$ cat src/rtl/k_and_s_pkg.sv
// Shared K&S processor types: the instruction decode carried from data_path to control_unit.
package k_and_s_pkg;

  typedef enum logic [3:0] {
    I_NOP    = 4'd0,
    I_LOAD   = 4'd1,
    I_STORE  = 4'd2,
    I_MOVE   = 4'd3,
    I_ADD    = 4'd4,
    I_SUB    = 4'd5,
    I_AND    = 4'd6,
    I_OR     = 4'd7,
    I_BRANCH = 4'd8,
    I_BZERO  = 4'd9,
    I_BNZERO = 4'd10,
    I_BNEG   = 4'd11,
    I_BNNEG  = 4'd12,
    I_BOV    = 4'd13,
    I_BNOV   = 4'd14,
    I_HALT   = 4'd15
  } decoded_instruction_type;

endpackage

$ cat src/rtl/control_unit.sv
// K&S multi-cycle sequencer: fetch/decode/execute FSM driving data_path and RAM strobes,
// plus a saturating retired-instruction counter.
module control_unit
  import k_and_s_pkg::*;
#(
  parameter int unsigned CNT_W = 16
) (
  input  logic                    clk,
  input  logic                    rst_n,
  input  decoded_instruction_type decoded_instruction,
  input  logic                    reg_zero,
  input  logic                    reg_neg,
  input  logic                    reg_ov,
  input  logic                    reg_sov,
  output logic                    branch,
  output logic                    pc_enable,
  output logic                    ir_enable,
  output logic                    addr_sel,
  output logic                    c_sel,
  output logic [1:0]              operation,
  output logic                    write_reg_enable,
  output logic                    flags_reg_enable,
  output logic                    ram_write_enable,
  output logic                    halt,
  output logic [CNT_W-1:0]        retired_count
);

  typedef enum logic [3:0] {
    S_FETCH, S_LATCH_IR, S_DECODE, S_LOAD_ADDR, S_LOAD_WB,
    S_STORE, S_ALU, S_BRANCH, S_NOP, S_HALT
  } state_t;

  state_t state, state_next;

  // Signed overflow is registered in data_path but no branch condition consumes it.
  logic unused_sov;
  assign unused_sov = reg_sov;

  always_ff @(posedge clk or negedge rst_n) begin
    if (!rst_n) state <= S_FETCH;
    else        state <= state_next;
  end

  always_ff @(posedge clk or negedge rst_n) begin
    if (!rst_n)
      retired_count <= '0;
    else if (pc_enable && (retired_count != '1))
      retired_count <= retired_count + 1'b1;
  end

  always_comb begin
    state_next       = state;
    branch           = 1'b0;
    pc_enable        = 1'b0;
    ir_enable        = 1'b0;
    addr_sel         = 1'b0;
    c_sel            = 1'b0;
    operation        = 2'b00;
    write_reg_enable = 1'b0;
    flags_reg_enable = 1'b0;
    ram_write_enable = 1'b0;
    halt             = 1'b0;

    case (state)
      S_FETCH: state_next = S_LATCH_IR;

      S_LATCH_IR: begin
        ir_enable  = 1'b1;
        state_next = S_DECODE;
      end

      S_DECODE: begin
        case (decoded_instruction)
          I_LOAD:  state_next = S_LOAD_ADDR;
          I_STORE: state_next = S_STORE;
          I_ADD, I_SUB, I_AND, I_OR, I_MOVE:
                   state_next = S_ALU;
          I_BRANCH, I_BZERO, I_BNZERO, I_BNEG, I_BNNEG, I_BOV, I_BNOV:
                   state_next = S_BRANCH;
          I_HALT:  state_next = S_HALT;
          default: state_next = S_NOP;
        endcase
      end

      // Address held across both cycles so data_in is valid during write-back.
      S_LOAD_ADDR: begin
        addr_sel   = 1'b1;
        state_next = S_LOAD_WB;
      end

      S_LOAD_WB: begin
        addr_sel         = 1'b1;
        write_reg_enable = 1'b1;
        pc_enable        = 1'b1;
        state_next       = S_FETCH;
      end

      S_STORE: begin
        addr_sel         = 1'b1;
        ram_write_enable = 1'b1;
        pc_enable        = 1'b1;
        state_next       = S_FETCH;
      end

      S_ALU: begin
        c_sel            = 1'b1;
        write_reg_enable = 1'b1;
        pc_enable        = 1'b1;
        state_next       = S_FETCH;
        case (decoded_instruction)
          I_ADD: begin operation = 2'b01; flags_reg_enable = 1'b1; end
          I_SUB: begin operation = 2'b10; flags_reg_enable = 1'b1; end
          I_AND: begin operation = 2'b11; flags_reg_enable = 1'b1; end
          I_OR:  begin operation = 2'b00; flags_reg_enable = 1'b1; end
          default: operation = 2'b00;  // MOVE: source OR'd with itself, flags untouched
        endcase
      end

      S_BRANCH: begin
        pc_enable  = 1'b1;
        state_next = S_FETCH;
        case (decoded_instruction)
          I_BRANCH: branch = 1'b1;
          I_BZERO:  branch = reg_zero;
          I_BNZERO: branch = ~reg_zero;
          I_BNEG:   branch = reg_neg;
          I_BNNEG:  branch = ~reg_neg;
          I_BOV:    branch = reg_ov;
          I_BNOV:   branch = ~reg_ov;
          default:  branch = 1'b0;
        endcase
      end

      S_NOP: begin
        pc_enable  = 1'b1;
        state_next = S_FETCH;
      end

      S_HALT: begin
        halt       = 1'b1;
        state_next = S_HALT;
      end

      default: state_next = S_FETCH;
    endcase
  end

endmodule

$ cat config.mk
export PLATFORM = sky130hd
export DESIGN_NAME = control_unit
export DESIGN_NICKNAME = d
export VERILOG_FILES = /design/src/rtl/k_and_s_pkg.sv /design/src/rtl/control_unit.sv
export SDC_FILE = /design/constraint.sdc
export NUM_CORES = 1
export LEC_CHECK = 0
export CORE_MARGIN = 4
export CORE_UTILIZATION = 49
export DETAILED_ROUTE_END_ITERATION = 8
export PLACE_DENSITY = 0.81
export SYNTH_ARGS = -nofsm -noshare
export SYNTH_HDL_FRONTEND = slang
export SYNTH_SLANG_ARGS = --single-unit
$ cat constraint.sdc
create_clock -name clk -period 5.9 [get_ports clk]
set_clock_uncertainty 0.05 [all_clocks]
set_input_delay 1.77 -clock clk [delete_from_list [all_inputs] [get_ports clk]]
set_output_delay 1.77 -clock clk [all_outputs]
set_load 0.01 [all_outputs]
* Yosys cells after proc, flatten, opt, wreduce, memory -nomap -nowiden
Memories as Yosys holds them, arrays and structs flattened.
Cells that the tools add are included.
** Storage, ports and cells
- Input port bits :: 10
- Output and inout port bits :: 27
- Word-level logic and storage cells :: 48
- Memory bits (read-only) :: 64
- Memories kept :: 1
- Bits in registers :: 20
** Memory list
- (name not given) :: depth 16, bits a word 4, rd ports 1, clocked after memory_dff 0, write ports 0, line control_unit.sv:73 : case (decoded_instruction)
** Operators by class
- Bitwise gates (word level) :: 3
- Add/subtract/negate cells :: 1
- Eq/ne operators :: 21
- Reduce and logical (&&, ||, !) cells :: 6
- Mux-type cells :: 14
** Operators with widths (count)
- 4-bit == test, second input constant :: 9
- 4-bit by 3-bit == test with 1-bit output, second input constant :: 8
- 4-bit case mux with 5 select lines :: 1
- 16-bit by 1-bit adder with 16-bit output, second input constant :: 1
- 16-bit inequality test, second input constant :: 1
- 1-bit 2-to-1 mux :: 10
- 4-bit by 2-bit == test with 1-bit output, second input constant :: 2
- 1-bit case mux with 7 select lines :: 1
- 2-bit case mux with 3 select lines :: 1
- 5-bit OR reduction :: 1
- 4-bit by 1-bit == test with 1-bit output, second input constant :: 1
- 4-bit logical NOT :: 1
- 4-bit OR reduction :: 1
- 1-bit NOT :: 3
- 3-bit OR reduction :: 1
- 2-bit 2-to-1 mux :: 1
- 2-bit OR reduction :: 1
- 1-bit logical AND :: 1

* Logic depth before layout (Yosys ltp)
- Depth in word-level cells :: 4
- Depth in mapped cells :: 7
- Mapped depth without buffers :: 6

* Worst setup path after synthesis
Ideal clock, no wire load.
- Path type :: input to output
- Start :: in decoded_instruction[2]
- End :: out branch
- Path buffers :: 1
- Required time :: 4080 ps
- Setup slack :: 1427 ps
- Arrival :: 2653 ps
- Cell stages on the path :: 4
- Cells stage by stage :: clkbuf_1 mux2i_1 a211oi_1 nor4_1
** Between the ends
- Cells in the longest elaborated chain, start to end :: 3
- Elaborated cells between the ends (all ways) :: 9
- Classes of those cells :: 7 x eq/ne; 2 x mux
** RTL lines
- from (decl) :: line control_unit.sv:10 : input decoded_instruction_type decoded_instruction,
- 4-bit == test :: line control_unit.sv:122 : case (decoded_instruction)
- 1-bit case mux with 7 select lines (*) :: line control_unit.sv:122
- 1-bit 2-to-1 mux (*) :: line control_unit.sv:64 : case (state)
- to (decl) :: line control_unit.sv:15 : output logic branch,
Mark *: on every way between the ends. The rest lies on a longest branch, timed or not.

* Worst setup path in the final report
- Start :: in decoded_instruction[0]
- End :: out branch
The elaborated chain is that of the path after synthesis.

==> impl_metrics.json <==
{
  "net-switching-power_w": 0.000188,
  "clock-root-buffer": "clkbuf_4",
  "coreArea_mm2": 0.00228,
  "globalplace.congestion": 0.765,
  "p_leak_nw": 0.640,
  "synth-edff-count": 0,
  "syn_inst": 126,
  "clkLatencyLatePin_ps": 300,
  "path_buf_inv": 3,
  "peakVddDrop_uv": 263,
  "setup_viol": 0,
  "synth-seq-cells": 20,
  "netlist-cell-type-count": 34,
  "ys_seq_area_frac": 0.419,
  "cts.htree.levels": 1,
  "drt_iter0_markers": 24,
  "fin_cells": 188,
  "worstSetupPathType": "input pin to output pin",
  "synth.area.top_cells": "dfrtp_1, xnor2_1, nor2_1",
  "hold_path_startpoint": "retired_count[10]",
  "hold_viol": 0,
  "numCtsBuffers": 3,
  "holdBufCountCts": 0,
  "path_cells": "clkdlybuf4s50_1, inv_1, ha_1, a21oi_1, a21oi_1, a211oi_1, nor4_1, clkdlybuf4s50_1",
  "antenna_cells": 0,
  "yosysTopAreaCell": "dfrtp_1",
  "status": "completed",
  "clk_pin_slew_ps": 110,
  "cp_max_fo": 4,
  "crit_path_end_kind": "output pin",
  "place_hpwl_um": 2020,
  "grt_pass1_wl_um": 4500,
  "r2r_end": "retired_count[1]",
  "drive_gt1_frac": 0.0625,
  "cts_resized": 0,
  "clock_sink_count": 20,
  "critPathLaunchType": "input pin",
  "slew_viol_final": 0,
  "layout.nets": 176,
  "post_dp_cell_area_mm2": 0.00154,
  "final_common_cell": "clkdlybuf4s50_1",
  "clockPowerShare": 0.153,
  "area_growth_pct": 32.1,
  "whs_ps": 452,
  "io_pins": 37,
  "routed_wl_um": 2600,
  "r2r_setup_slack_ps": 3930,
  "placedCellCount": 184,
  "avgSynthCellArea_um2": 9.48,
  "required_ps": 4080,
  "dr.pass1.iters": 4,
  "synth_area_mm2": 0.00119,
  "max_stage_delay_ps": 550,
  "maxCapViolations": 0,
  "p_comb_frac": 0.429,
  "die_w_um": 57.4,
  "grt_antenna_before_repair": 0,
  "postSynth.asyncResetShare": 1.00,
  "min_period_ps": 5440,
  "regToRegStartpoint": "state[2]",
  "design.die.area_mm2": 0.00329,
  "switching_share": 0.365,
  "crit_family": "buffers and inverters",
  "whs_path_depth": 1,
  "period_share": 0.922,
  "num_vias": 1041,
  "die_h_um": 57.4,
  "hold_path.class": "flip-flop to flip-flop",
  "crit_slowest_cell": "clkdlybuf4s50_1",
  "final_cell_mix": "clkdlybuf4s50_1, dfrtp_1, nor2_1",
  "fmax_mhz": 184,
  "grt_pass1_vias": 1066,
  "rsz0062_at_grt": "no",
  "row_count": 17,
  "wl_per_cell_um": 13.8,
  "worstMarginPinSlew_ps": 887,
  "max-slew-margin-rel": 0.407,
  "start_util": 0.525,
  "overflow": 0,
  "final_area_mm2": 0.00158,
  "syn-num-nets": 141,
  "route.detailed.drc": 0,
  "tns_ps": 0,
  "r2r_cells": 4,
  "cts_tree": "yes",
  "track_usage": 0.169,
  "holdPathEnd": "retired_count[10]",
  "p_per_area_mw_per_mm2": 327,
  "synthFlopType": "dfrtp_1",
  "clockBufferDepth": 2,
  "synth_warnings": 0,
  "io_buffers": 35,
  "p_int_w": 0.000327,
  "crit_arrival_ps": 3620,
  "grt_max_degree": 21,
  "via_per_inst": 5.54,
  "post_cts_buffers": 0,
  "synth_top_area_frac": 0.419,
  "antenna_left": 0,
  "power_frac_seq": 0.418
}
[worst reg2reg max path, stage by stage (launching register included)]
cell      delay [ps]
dfrtp_1          480
nand2b_4         190
o31ai_4          290
o31a_1           470
mux2_2           380
[synth_stat cells (2+ instances only)]
master    instances
xor2_1            3
nor2_1           17
xnor2_1          10
a21oi_1           8
nand2b_1          4
nand3_1           7
dfrtp_1          20
nand2_1          10
ha_1              5
and3_1            2
clkbuf_1          2
mux2_2            2
nor3_1            4
buf_6             2
inv_1             4
nand4_1           8
[cell families after synthesis]
family,synth area share
mux,0.0272
fa+ha+maj,0.0524
flops,0.419
compound gates,0.111
buf+inv,0.0440
simple gates,0.251
xor+xnor,0.0953
[per-layer routing]
metal | GRT usage | wire length [µm]
met1 | 0.203 | 1120
met5 | 0 | 0
met4 | 0.0397 | 25
met2 | 0.297 | 1330
met3 | 0.0475 | 114
[worst max path at each step]
stage                           start     end  slack, ps  cells past startpoint
6_report       decoded_instruction[0]  branch        460                      8
5_1_grt        decoded_instruction[0]  branch        330                      8
4_1_cts        decoded_instruction[0]  branch        460                      8
3_5_place_dp   decoded_instruction[0]  branch        460                      8
3_3_place_gp   decoded_instruction[0]  branch        520                      8
2_1_floorplan  decoded_instruction[2]  branch       1430                      4
[power groups by stage]
stage               logic (W)  clock network, W  registers [W]
floorplan            0.000136                 0       0.000213
global placement     0.000219                 0       0.000217
detailed placement   0.000223                 0       0.000218
CTS                  0.000225         0.0000820       0.000216
global route         0.000244         0.0000880       0.000223
finish               0.000222         0.0000787       0.000216
[sequential cells by signal (all words and copies together) (netlist names)]
register	count
retired_count	16
state	4
[per-stage QoR]
stage               setup WS (ps)  power (W)  utilization
floorplan                    1430   0.000349            -
global placement              517   0.000436        0.678
detailed placement            464   0.000442        0.678
CTS                           464   0.000524        0.694
global route                  327   0.000555        0.694
finish                        459   0.000516        0.694
[final cells by class]
| type | count | area (µm²) |
|---|---|---|
| fill | 185 | 697 |
| multi-input combinational | 97 | 642 |
| sequential | 20 | 500 |
| inverter | 4 | 15.0 |
| clock buffer | 4 | 36.3 |
| tap | 28 | 35.0 |
| timing repair buffer | 35 | 350 |
Power figures use the tool's default switching activity.
==> RTL edit: new RTL, same settings <==
`CNT_W`: 16 -> 18.
--- a/src/rtl/control_unit.sv
+++ b/src/rtl/control_unit.sv
@@ -3,7 +3,7 @@
 module control_unit
   import k_and_s_pkg::*;
 #(
-  parameter int unsigned CNT_W = 16
+  parameter int unsigned CNT_W = 18
 ) (
   input  logic                    clk,
   input  logic                    rst_n,
Ports: changed (resized retired_count); port bits go from 37 to 39. The function was not compared with the original's and may differ.
==> RTL edit against the unedited design <==
  * Sequential cell count up 2
  * Global-route usage up 2.1 points
  * First-iteration DRC count increased by 46%
  * Wire length grew 20%
  * Area after synthesis rose by 13%
  * Setup slack worse by 23 ps
  * Power grew 2.4%
  * Sequential power grew 6%
  * Design area grew 12%
  * Synthesized cell count up 17%
  * Count of clock-buffer cells in the layout stayed put
==> RTL edit: results (changes against the unedited design) <==
global_routing:
  grt_use_met2_pct: 32.7  # +3.0 points
  grt_pass1_vias: 1182  # +11%
  use_met1_pct: 23.6  # +3.3 points
  grt_max_degree: 23  # +9.5%
  use_met3_pct: 3.40  # -1.3 points
logic_synthesis:
  synth_mux_area_share_pct: 3.97  # +1.3 points
  synth_nets: 163  # +16%
  synth_top_area_share_pct: 40.7  # -1.2 points
  synth_compound_area_share_pct: 16.9  # +5.8 points
  synthAdderAreaFrac_pct: 4.62  # -0.61 points
  synth_xor_area_share_pct: 7.12  # -2.4 points
  ys_types: 35  # +2.9%
  avgSynthCellArea_um2: 9.15  # -3.5%
  synthTopCellsByCount: "22 x dfrtp_1, 17 x nor2_1, 12 x a21oi_1, 12 x nand2_1, 11 x xor2_1"
  ys_seq_area_share_pct: 40.7  # -1.2 points
finish:
  reg.largest.list: "retired_count (18), state (4)"
  drive_gt1_share_pct: 5.98  # -0.27 points
  final_nets: 200  # +14%
  largest_reg_flops: 18  # +2
worst_hold_path:
  holdPathEnd: "retired_count[15]$_DFFE_PN0P_"
  min_from: "retired_count[15]$_DFFE_PN0P_"
critical_path:
  r2r_slack_ps: 3710  # -220 ps
  crit_fanout: 4  # unchanged
  r2r-start: "state[3]$_DFF_PN0_"
  cpPeakStageDelay_ps: 530  # -20 ps
  rr_endpoint: "retired_count[15]$_DFFE_PN0P_"
placed_design:
  place_ws_ps: 442  # -22.0 ps
  dpl.cell_count: 210  # +14%
  routabilityCongestion: 0.829  # +8.3%
  post-dp-hpwl_um: 2330  # +15%
  place_area_mm2: 0.00174  # +13%
  numPortBuffers: 37  # +5.7%
drt:
  wl_met1_um: 1330  # +18%
  vias: 1270  # +22%
  drt_iter0_markers: 35  # +46%
  wl_per_cell_um: 14.5  # +5.1%
  dr_wl_met2_um: 1530  # +15%
  via_per_inst: 5.93  # +7.2%
run_status:
  status: "complete, no violations"
power:
  vdd_drop_max_uv: 259  # -1.4%
  p_leak_nw: 0.745  # +16%
  p_seq_w: 0.000229  # +6%
  pg_clk_w: 0.0000832  # +5.7%
sta:
  whs_ps: 455  # +2.72 ps
  slew_headroom_pct: 36.3  # -4.4 points
[RTL edit: changes by cell type after synthesis, sizes merged, moves of 3 or more]
| cell | unedited run | this run |
|---|---|---|
| xnor2 | 10 | 0 |
| xor2 | 3 | 11 |
| nand4 | 8 | 2 |
| a211oi | 1 | 6 |
| a21oi | 8 | 12 |
| a31oi | 0 | 4 |
| a2111oi | 0 | 3 |
| clkbuf | 2 | 5 |
[RTL edit: how the worst max path moves through the flow]
stage,slack (ps),cells past startpoint,to,start
after global routing,310,8,branch,decoded_instruction[0]
after CTS,430,8,branch,decoded_instruction[0]
final,440,8,branch,decoded_instruction[0]
after detailed placement,440,8,branch,decoded_instruction[0]
after global placement,510,8,branch,decoded_instruction[0]
after floorplan,1430,4,branch,decoded_instruction[2]
[RTL edit: cell type report]
type,count,area [µm²]
inverters,5,18.8
repair buffers,38,378
clock buffers,4,36.3
well taps,30,37.5
fillers,206,769
multi-input cells,115,754
flip-flops and latches,22,551
